File: src/rtl/counter_bank.sv
// Bank of independent up/down counters with wrap/saturate mode, terminal-count pulse and sticky
// overflow. Define COUNTER_BANK_PRESCALE_EN to gate steps with a free-running prescaler tick.
module counter_bank #(
  parameter int unsigned WIDTH    = 8,
  parameter int unsigned CHANNELS = 4,
  parameter int unsigned PRESCALE = 4
) (
  input  logic                      clk,
  input  logic                      rst,
  input  logic [CHANNELS-1:0]       en,
  input  logic [CHANNELS-1:0]       up,
  input  logic [CHANNELS-1:0]       clr,
  input  logic [CHANNELS-1:0]       load,
  input  logic [CHANNELS*WIDTH-1:0] load_val,
  input  logic                      sat,
  input  logic [CHANNELS-1:0]       ovf_clr,
  output logic [CHANNELS*WIDTH-1:0] count,
  output logic [CHANNELS-1:0]       tc,
  output logic [CHANNELS-1:0]       ovf
);

  logic                      tick;
  logic [CHANNELS*WIDTH-1:0] count_q, count_d;
  logic [CHANNELS-1:0]       tc_q, tc_d;
  logic [CHANNELS-1:0]       ovf_q, ovf_d;
  logic [CHANNELS-1:0]       step_en;
  logic [CHANNELS-1:0]       at_limit;
  logic [CHANNELS-1:0]       limit_evt;

`ifdef COUNTER_BANK_PRESCALE_EN
  localparam int unsigned PW = (PRESCALE > 1) ? $clog2(PRESCALE) : 1;
  localparam logic [PW-1:0] PresLast = PW'(PRESCALE - 1);

  logic [PW-1:0] presc_q;

  assign tick = (presc_q == PresLast);

  always_ff @(posedge clk or negedge rst) begin
    if (!rst) begin
      presc_q <= '0;
    end else begin
      presc_q <= tick ? '0 : presc_q + PW'(1);
    end
  end
`else
  assign tick = 1'b1;

  logic unused_prescale;
  assign unused_prescale = ^PRESCALE;
`endif

  // A limit event is a step that would cross the top (up) or bottom (down) of the range.
  always_comb begin
    step_en  = '0;
    at_limit = '0;
    for (int i = 0; i < CHANNELS; i++) begin
      step_en[i]  = en[i] & tick & ~clr[i] & ~load[i];
      at_limit[i] = up[i] ? (&count_q[i*WIDTH +: WIDTH]) : ~(|count_q[i*WIDTH +: WIDTH]);
    end
  end

  assign limit_evt = step_en & at_limit;

  always_comb begin
    count_d = count_q;
    tc_d    = limit_evt;
    // A coincident limit event wins over the clear request.
    ovf_d   = (ovf_q & ~ovf_clr) | limit_evt;
    for (int i = 0; i < CHANNELS; i++) begin
      if (clr[i]) begin
        count_d[i*WIDTH +: WIDTH] = '0;
      end else if (load[i]) begin
        count_d[i*WIDTH +: WIDTH] = load_val[i*WIDTH +: WIDTH];
      end else if (step_en[i] && !(at_limit[i] && sat)) begin
        // Modular arithmetic yields the wrap values at the limits.
        count_d[i*WIDTH +: WIDTH] = up[i] ? count_q[i*WIDTH +: WIDTH] + WIDTH'(1)
                                          : count_q[i*WIDTH +: WIDTH] - WIDTH'(1);
      end
    end
  end

  always_ff @(posedge clk or negedge rst) begin
    if (!rst) begin
      count_q <= '0;
      tc_q    <= '0;
      ovf_q   <= '0;
    end else begin
      count_q <= count_d;
      tc_q    <= tc_d;
      ovf_q   <= ovf_d;
    end
  end

  assign count = count_q;
  assign tc    = tc_q;
  assign ovf   = ovf_q;

endmodule

File: config.mk
export PLATFORM = sky130hd
export DESIGN_NAME = counter_bank
export DESIGN_NICKNAME = d
export VERILOG_FILES = /design/src/rtl/counter_bank.sv
export SDC_FILE = /design/constraint.sdc
export NUM_CORES = 1
export LEC_CHECK = 0
export CAP_MARGIN = 0
export CELL_PAD_IN_SITES_DETAIL_PLACEMENT = 0
export CELL_PAD_IN_SITES_GLOBAL_PLACEMENT = 1
export CORE_MARGIN = 3
export CORE_UTILIZATION = 37
export CTS_BUF_LIST = sky130_fd_sc_hd__clkbuf_8
export CTS_CLUSTER_SIZE = 16
export DETAILED_ROUTE_END_ITERATION = 12
export GPL_TIMING_DRIVEN = 0
export PLACE_DENSITY = 0.9
export SETUP_SLACK_MARGIN = 0.4
export SLEW_MARGIN = 10
export SYNTH_ARGS = -nofsm -noshare
export SYNTH_HDL_FRONTEND = slang
export SYNTH_SLANG_ARGS = --single-unit
File: constraint.sdc
create_clock -name clk -period 3.1 [get_ports clk]
set_clock_uncertainty 0.2 [all_clocks]
set_input_delay 0.62 -clock clk [delete_from_list [all_inputs] [get_ports clk]]
set_output_delay 0.62 -clock clk [all_outputs]
set_load 0.02 [all_outputs]
== Word level (Yosys, flattened, before mapping) ==
Index checks and enable logic that the tools add are counted.

* Bits in registers: 40
* Word-level logic and storage cells: 82

* $add $sub $neg: 8
* Muxes and demuxes: 20
* Reduce and logical (&&, ||, !) cells: 24
* Bitwise gates (word level): 24

{| class="wikitable"
|+ Operator list
! operator !! number
|-
| $mux 8 || 16
|-
| $add 8x1->8 const B || 4
|-
| $reduce_and 8->1 || 4
|-
| $reduce_or 8->1 || 4
|-
| $sub 8x1->8 const B || 4
|-
| $not 1->1 || 12
|-
| $reduce_bool 3->1 || 4
|-
| $and 1x1->1 || 8
|-
| $and 4x4->4 || 2
|-
| $logic_and 1x1->1 || 8
|-
| $logic_not 1->1 || 4
|-
| $mux 1 || 4
|-
| $not 4->4 || 1
|-
| $or 4x4->4 || 1
|}

== Depth between registers and ports, before layout ==
Gate-level depths: netlist of run 1.

* Word-level depth: 9
* Mapped depth: 9

== Worst setup path after synthesis of run 1 ==
No wires, ideal clock.

* Kind: input -> register
* Start point: input up[2]
* End point: register count_q[23], in the netlist count[23]
* Slack: 0.112 ns
* Data required time: 2.804 ns
* Arrival: 2.692 ns
* Path buffers: 2
* Cell stages on the path: 9
* Path through: clkbuf_2 inv_1 ha_1 clkbuf_1 nand2_1 nor3_1 mux2_4 or4_1 a311oi_2

* Longest elaborated chain between the ends: 5

{| class="wikitable"
|+ RTL lines
! item !! line !! source
|-
| start, declared || 11 || <nowiki>input logic [CHANNELS-1:0] up,</nowiki>
|-
| $mux 1 || 58 || <nowiki>at_limit[i] = up[i] ? (&count_q[i*WIDTH +: WIDTH]) : ~(|count_q[i*WIDTH +: WIDTH]);</nowiki>
|-
| $logic_and 1x1->1 || 74 || <nowiki>end else if (step_en[i] && !(at_limit[i] && sat)) begin</nowiki>
|-
| $logic_not 1->1 || 74 ||
|-
| $logic_and 1x1->1 || 74 ||
|-
| $reduce_bool 3->1 (no source line) || n/a ||
|-
| end signal, assigned || 88 || <nowiki>count_q <= count_d;</nowiki>
|-
| end, declared || 23 || <nowiki>logic [CHANNELS*WIDTH-1:0] count_q, count_d;</nowiki>
|}

Several ways; a longest one is shown, not always the timed one. The select of a mux whose other input is x is not followed.
A chain may end at the register's enable or synchronous reset.

== Final worst setup path of run 1 ==
* Start point: input up[0]
* End point: register count_q[7], in the netlist count[7]

The elaborated chain is that of the path after synthesis.

==> impl_metrics.py, run 1 <==
metrics = {
    "hold_path": {
        "hold_path.class": "flip-flop to flip-flop",
        "worst_hold_path.num_cells": 1,
    },
    "timing": {
        "tns_ns": 0,
        "timing.hold.ws_ns": 0.284,
        "timing.slew.headroom_pct": 59.6,
        "grt_setup_unrepaired": "true",
        "worst_pin_slew_ns": 0.605,
        "timing_hold_violations_final": 0,
        "finalWorstPathRequiredPeriod_ns": 2.67,
        "report.final.slew_viol_count": 0,
        "setup_viol": 0,
        "layout_worst_path_cycle_share_pct": 86.3,
        "fmax_mhz": 374,
    },
    "finish": {
        "finish.net_count": 573,
        "layout.cell_area.non_filler_um2": 4850,
        "share_of_layout_cells_above_drive_strength_1_pct": 13.9,
        "utilization_after_layout_pct": 54.3,
        "layout_commonest_cell": "sky130_fd_sc_hd__clkdlybuf4s50_1",
        "num_antenna_cells": 0,
        "final_cell_mix": "sky130_fd_sc_hd__clkdlybuf4s50_1 (84), sky130_fd_sc_hd__nor2_1 (44), sky130_fd_sc_hd__dfrtp_1 (40)",
        "layout-area-overhead-vs-synth_pct": 39.3,
    },
    "global_routing": {
        "globalRouteOverflowTotal": 0,
        "antenna_violations_before_repair": 0,
        "grt_pass1_wl_um": 15800,
        "grt_start_max_net_pins": 33,
        "grt_pass1_vias": 3330,
        "global_route.usage.total_pct": 18.4,
    },
    "detailed_routing": {
        "route.detailed.wl_per_inst_um": 16.1,
        "drtAntennaViolNets": 0,
        "drtIter0Drc": 68,
        "remaining_drcs": 0,
        "detail_route.wirelength_um": 9660,
        "post_drt_via_cell_ratio": 5.70,
        "firstDrtPassIters": 4,
        "vias": 3407,
    },
    "placed_design": {
        "port-buffer-count": 89,
        "gp_congestion": 0.865,
        "hpwlAfterDp_um": 7520,
        "postPlaceCellArea_um2": 4600,
    },
    "clocking": {
        "clkSlewWorstSetupHoldPaths_ns": 0.08,
        "cts_tree": "yes",
        "numCtsBuffers": 5,
        "cts_htree_levels": 2,
        "clock_path_buffers": 2,
        "clock_sink_count": 40,
        "worstSkewPairLatency_ns": 0.29,
        "clock_tree.root_cell": "sky130_fd_sc_hd__clkbuf_8",
    },
    "logic_synthesis": {
        "synth_async_sr_flop_share_pct": 100,
        "post_synth_fa_ha_maj_area_fraction_pct": 10.9,
        "synth.net_count": 468,
        "synth-seq-area-share_pct": 28.7,
        "yosys_register_bits": 40,
        "synth_compound_gate_area_share_pct": 26.7,
        "netlist_area_um2": 3480,
        "synthFlopType": "sky130_fd_sc_hd__dfrtp_1",
        "synth.avg_cell_area_um2": 9.05,
        "synth-simple-area-share_pct": 17.1,
        "yosys.area_share.xor_xnor_pct": 5.03,
        "synth_top_family_by_area": "compound AO/OA/AOI/OAI gates",
        "yosys-mux-area-fraction_pct": 6.36,
        "yosysWarningCount": 0,
        "synth_edf_count": 0,
        "synthesis.instances": 385,
        "synth_cell_types": 50,
    },
    "flow_run": {
        "drv_cap": 0,
    },
    "pwr": {
        "max-vdd-ir-drop_v": 0.000183,
        "cellPowerDensity_nw_per_um2": 364,
        "leakagePower_nw": 2.17,
        "final_power_mw": 1.77,
    },
    "die": {
        "core_area_um2": 8930,
        "initial_core_util_pct": 39.0,
        "die_area_um2": 10600,
        "floorplan.rows": 34,
        "io-pin-count": 95,
        "die_height_um": 103,
        "floorplan.die.width_um": 103,
    },
    "run_status": {
        "outcome": "finished clean",
    },
    "critical_path": {
        "crit_type": "primary input to flip-flop",
        "worstPathMaxFanout": 6,
        "critPathLaunchType": "primary input",
        "worstPathRequired_ns": 3.10,
        "setup.worst_path.end_class": "flip-flop",
        "critical_path_at_ns": 2.67,
        "r2r.worst_path.cells": 6,
    },
}
state kept, by name, summed over array words and instances, names as in the netlist:
signal / flops
count: 32
tc: 4
ovf: 4
metrics by stage:
step,setup slack [ns],cells
2_1_floorplan,0.367,385
3_5_place_dp,-0.566,583
6_report,0.426,598
5_1_grt,0.361,598
4_1_cts,0.303,593
3_3_place_gp,-0.491,582
per-layer routing:
| layer | up-vias | track usage (%) | share of wire [%] | wire length, um |
|---|---|---|---|---|
| li1 | 1683 | - | - | - |
| met4 | 0 | 2.59 | 0.37 | 36 |
| met5 | - | 0 | 0 | 0 |
| met3 | 6 | 3.25 | 5.5 | 529 |
| met2 | 113 | 31.3 | 48 | 4630 |
| met1 | 1605 | 25.0 | 46 | 4460 |
report_power, final:
| group | switching, mW | internal (mW) |
|---|---|---|
| Combinational | 0.401 | 0.404 |
| Sequential | 0.0730 | 0.562 |
| Clock | 0.177 | 0.150 |
| Total | 0.652 | 1.12 |
timing repair:
item | in CTS | in global routing
hold buffers | 1 | 0
setup endpoints to repair | 17 | 10
resized for setup | 25 | 14
endpoints found under the hold margin | 8 | 0
pin swaps | 2 | 6
buffers inserted | 2 | 5
cell usage after synthesis, types with 5 or more instances:
cell | instances | area (um^2)
sky130_fd_sc_hd__a211oi_1 | 17 | 128
sky130_fd_sc_hd__nand4_1 | 9 | 56.3
sky130_fd_sc_hd__o21ai_0 | 16 | 80.1
sky130_fd_sc_hd__ha_1 | 24 | 300
sky130_fd_sc_hd__nor3_1 | 10 | 50.1
sky130_fd_sc_hd__clkbuf_1 | 8 | 30.0
sky130_fd_sc_hd__nand3_1 | 6 | 30.0
sky130_fd_sc_hd__a21oi_1 | 19 | 95.1
sky130_fd_sc_hd__xnor2_1 | 8 | 70.1
sky130_fd_sc_hd__o31ai_1 | 5 | 37.5
sky130_fd_sc_hd__nor3b_1 | 6 | 45.0
sky130_fd_sc_hd__a21o_1 | 13 | 97.6
sky130_fd_sc_hd__dfrtp_1 | 40 | 1000
sky130_fd_sc_hd__nand2_1 | 14 | 52.6
sky130_fd_sc_hd__xor2_1 | 12 | 105
sky130_fd_sc_hd__mux2i_1 | 12 | 120
sky130_fd_sc_hd__a31oi_1 | 6 | 37.5
sky130_fd_sc_hd__and3_1 | 6 | 37.5
sky130_fd_sc_hd__nor2_1 | 44 | 165
sky130_fd_sc_hd__nor4_1 | 5 | 31.3
sky130_fd_sc_hd__nor4b_1 | 6 | 52.6
sky130_fd_sc_hd__a32oi_1 | 5 | 43.8
sky130_fd_sc_hd__mux2_2 | 5 | 56.3
sky130_fd_sc_hd__inv_1 | 25 | 93.8
cell type report:
type | count | area, um^2
sequential | 40 | 1000
timing repair buffer | 98 | 958
buffer | 15 | 110
multi-input combinational | 304 | 2460
tap | 108 | 135
fill | 851 | 4080
inverter | 26 | 109
clock buffer | 5 | 68.8
clock inverter | 2 | 8.76
cell families after synthesis:
group	Yosys count
AO/OA/AOI/OAI	119
XOR/XNOR	20
adder cells (fa/ha/maj)	28
buffers and inverters	41
flip-flops	40
multiplexers	20
AND/OR/NAND/NOR	117
final timing paths:
path                       slack [ns]                   from                    end
max in group asynchronous        1.73                    rst  count[30]$_DFFE_PN0P_
min reg2reg                      0.28       ovf[2]$_DFF_PN0_       ovf[2]$_DFF_PN0_
min in group asynchronous        0.53                    rst  count[22]$_DFFE_PN0P_
max                              0.43                  up[0]   count[7]$_DFFE_PN0P_
min                              0.28       ovf[2]$_DFF_PN0_       ovf[2]$_DFF_PN0_
max reg2reg                      0.58  count[17]$_DFFE_PN0P_  count[23]$_DFFE_PN0P_
critical path: stages:
cell and delay (ns):
sky130_fd_sc_hd__clkbuf_4 0.16, sky130_fd_sc_hd__clkinvlp_4 0.13, sky130_fd_sc_hd__buf_4 0.16, sky130_fd_sc_hd__ha_4 0.24
sky130_fd_sc_hd__a211oi_4 0.29, sky130_fd_sc_hd__nor3_4 0.08, sky130_fd_sc_hd__mux2_4 0.31, sky130_fd_sc_hd__or4_1 0.43
sky130_fd_sc_hd__a311oi_2 0.25
Power figures use the tool's default switching activity.
==> inputs of run 2 (changes only) <==
--- a/config.mk
+++ b/config.mk
@@ -20,3 +20,4 @@
 export SYNTH_ARGS = -nofsm -noshare
 export SYNTH_HDL_FRONTEND = slang
 export SYNTH_SLANG_ARGS = --single-unit
+export TNS_END_PERCENT = 10
==> impl_metrics.py, run 2 (synthesized netlist as in run 1, its figures left out) <==
metrics = {
    "run_status": {
        "outcome": "finished clean",
    },
    "detailed_routing": {
        "remaining_drcs": 0,
        "drtIter0Drc": 111,
        "firstDrtPassIters": 4,
        "route.detailed.wl_per_inst_um": 16.2,
        "detail_route.wirelength_um": 9660,
        "drtAntennaViolNets": 0,
        "vias": 3389,
        "post_drt_via_cell_ratio": 5.68,
    },
    "timing": {
        "report.final.slew_viol_count": 0,
        "timing.slew.headroom_pct": 60.8,
        "timing_hold_violations_final": 0,
        "fmax_mhz": 375,
        "finalWorstPathRequiredPeriod_ns": 2.67,
        "worst_pin_slew_ns": 0.587,
        "grt_setup_unrepaired": "true",
        "layout_worst_path_cycle_share_pct": 86.1,
        "setup_viol": 0,
    },
    "die": {
        "floorplan.rows": 34,
        "io-pin-count": 95,
        "initial_core_util_pct": 39.0,
        "floorplan.die.width_um": 103,
        "die_area_um2": 10600,
        "die_height_um": 103,
        "core_area_um2": 8930,
    },
    "global_routing": {
        "antenna_violations_before_repair": 0,
        "global_route.usage.total_pct": 18.3,
        "global_route.usage.met1_pct": 25.5,
        "grt_pass1_wl_um": 15700,
        "globalRouteOverflowTotal": 0,
        "grt_start_max_net_pins": 23,
        "grt.met2_usage_pct": 30.8,
        "grtUsageMet3_pct": 2.37,
        "grt_pass1_vias": 3313,
        "grt.busiest_layer": "met2",
    },
    "finish": {
        "finish.net_count": 571,
        "final-seq-area_um2": 1000,
        "layout_commonest_cell": "sky130_fd_sc_hd__clkdlybuf4s50_1",
        "num_antenna_cells": 0,
        "layoutNonFillerInstCount": 597,
        "utilization_after_layout_pct": 54.2,
        "n_fill_cell": 853,
        "share_of_layout_cells_above_drive_strength_1_pct": 13.7,
        "layout-area-overhead-vs-synth_pct": 39.0,
        "multi_input_comb_area_um2": 2440,
        "largest_register_ff_count": 32,
        "layout.cell_area.non_filler_um2": 4840,
        "final_cell_mix": "sky130_fd_sc_hd__clkdlybuf4s50_1 (84), sky130_fd_sc_hd__nor2_1 (44), sky130_fd_sc_hd__dfrtp_1 (40)",
    },
    "clocking": {
        "cts_htree_levels": 2,
        "numCtsBuffers": 5,
        "clkSlewWorstSetupHoldPaths_ns": 0.09,
        "worstSkewPairLatency_ns": 0.29,
        "clock_sink_count": 40,
        "clock_path_buffers": 2,
        "clock_tree.root_cell": "sky130_fd_sc_hd__clkbuf_8",
        "cts_tree": "yes",
    },
    "critical_path": {
        "cp_num_buf_inv": 2,
        "critical-path-slowest-cell": "sky130_fd_sc_hd__or4_1",
        "critical_path_at_ns": 2.66,
        "crit_type": "primary input to flip-flop",
        "crit_path_max_incr_delay_ns": 0.48,
        "worstPathRequired_ns": 3.09,
        "critPathLaunchType": "primary input",
        "timing.critical_path.cells": "clkbuf_4 -> inv_4 -> ha_1 -> o21ai_0 -> nor3_1 -> mux2_4 -> or4_1 -> a311oi_2",
        "setup.worst_path.end_class": "flip-flop",
        "worstPathMaxFanout": 9,
        "critical-path-top-delay-family": "simple AND/OR/NAND/NOR gates",
    },
    "placed_design": {
        "postPlaceCellArea_um2": 4600,
        "gp_congestion": 0.845,
        "port-buffer-count": 89,
        "post-place-cells": 583,
        "hpwlAfterDp_um": 7670,
    },
    "hold_path": {
        "hold_path.class": "primary input to asynchronous set/reset pin",
    },
    "pwr": {
        "cellPowerDensity_nw_per_um2": 371,
        "leakagePower_nw": 2.16,
        "max-vdd-ir-drop_v": 0.000179,
    },
    "flow_run": {
        "drv_cap": 0,
    },
}
==> run 2: metal layers <==
layer | wire (um) | up-vias | share of wire, %
li1 | - | 1682 | -
met1 | 4650 | 1609 | 48
met2 | 4540 | 90 | 47
met3 | 386 | 8 | 4.0
met4 | 82 | 0 | 0.85
met5 | 0 | - | 0
==> run 2: what timing repair did <==
action / in CTS / in global routing
pin swaps: 1 / 4
setup endpoints to repair: 16 / 22
gates cloned: 0 / 0
hold buffers: 0 / 0
resized for setup: 16 / 19
setup buffers: 3 / 3
==> run 2: cell type report <==
cell class                 count  share of cell area, %
sequential                    40                   20.7
timing repair buffer          96                   19.7
multi-input combinational    304                   50.4
inverter                      26                   2.20
tap                          108                   2.79
buffer                        15                   2.27
clock inverter                 2                  0.207
clock buffer                   6                   1.71
==> run 2: per-stage QoR <==
step | total power, mW | hold slack, ns | setup slack (ns) | setup TNS (ns)
after global placement | 1.38 | 0.258 | -0.544 | -2.57
after floorplan | 1.13 | 0.124 | 0.367 | 0
after global routing | 1.92 | 0.135 | 0.378 | 0
after detailed placement | 1.41 | 0.267 | -0.575 | -3.21
final | 1.80 | 0.100 | 0.432 | 0
after CTS | 1.79 | 0.104 | 0.294 | 0
==> run 2: report_power, final <==
| part | internal, mW | switching, mW | leakage [nW] |
|---|---|---|---|
| logic | 0.401 | 0.397 | 1.58 |
| registers | 0.562 | 0.0728 | 0.526 |
| clock network | 0.178 | 0.187 | 0.0510 |
| total | 1.14 | 0.656 | 2.16 |
==> run 2: path summary, 6_finish.rpt <==
path | startpoint | end | slack (ns) | depth (start not counted)
max in group asynchronous | rst | count[28]$_DFFE_PN0P_ | 2.10 | 2
min in group clk | ovf[0]$_DFF_PN0_ | ovf[0]$_DFF_PN0_ | 0.28 | 1
max | up[3] | count[31]$_DFFE_PN0P_ | 0.43 | 8
min reg2reg | ovf[0]$_DFF_PN0_ | ovf[0]$_DFF_PN0_ | 0.28 | 1
max reg2reg | count[25]$_DFFE_PN0P_ | count[31]$_DFFE_PN0P_ | 0.55 | 6
min | rst | count[11]$_DFFE_PN0P_ | 0.10 | 1
==> run 2: worst reg2reg max path: stages (launching register included) <==
cell                       delay (ns)
sky130_fd_sc_hd__dfrtp_1         0.50
sky130_fd_sc_hd__ha_1            0.36
sky130_fd_sc_hd__a211oi_2        0.08
sky130_fd_sc_hd__nor3_1          0.27
sky130_fd_sc_hd__mux2_4          0.33
sky130_fd_sc_hd__or4_1           0.48
sky130_fd_sc_hd__a311oi_2        0.24
==> inputs of run 3 (changes only) <==
--- a/config.mk
+++ b/config.mk
@@ -16,7 +16,7 @@
 export GPL_TIMING_DRIVEN = 0
 export PLACE_DENSITY = 0.9
 export SETUP_SLACK_MARGIN = 0.4
-export SLEW_MARGIN = 10
+export SLEW_MARGIN = 30
 export SYNTH_ARGS = -nofsm -noshare
 export SYNTH_HDL_FRONTEND = slang
 export SYNTH_SLANG_ARGS = --single-unit
==> results of run 3 <==
Final layout, timing and power as in run 2 (identical DEF).
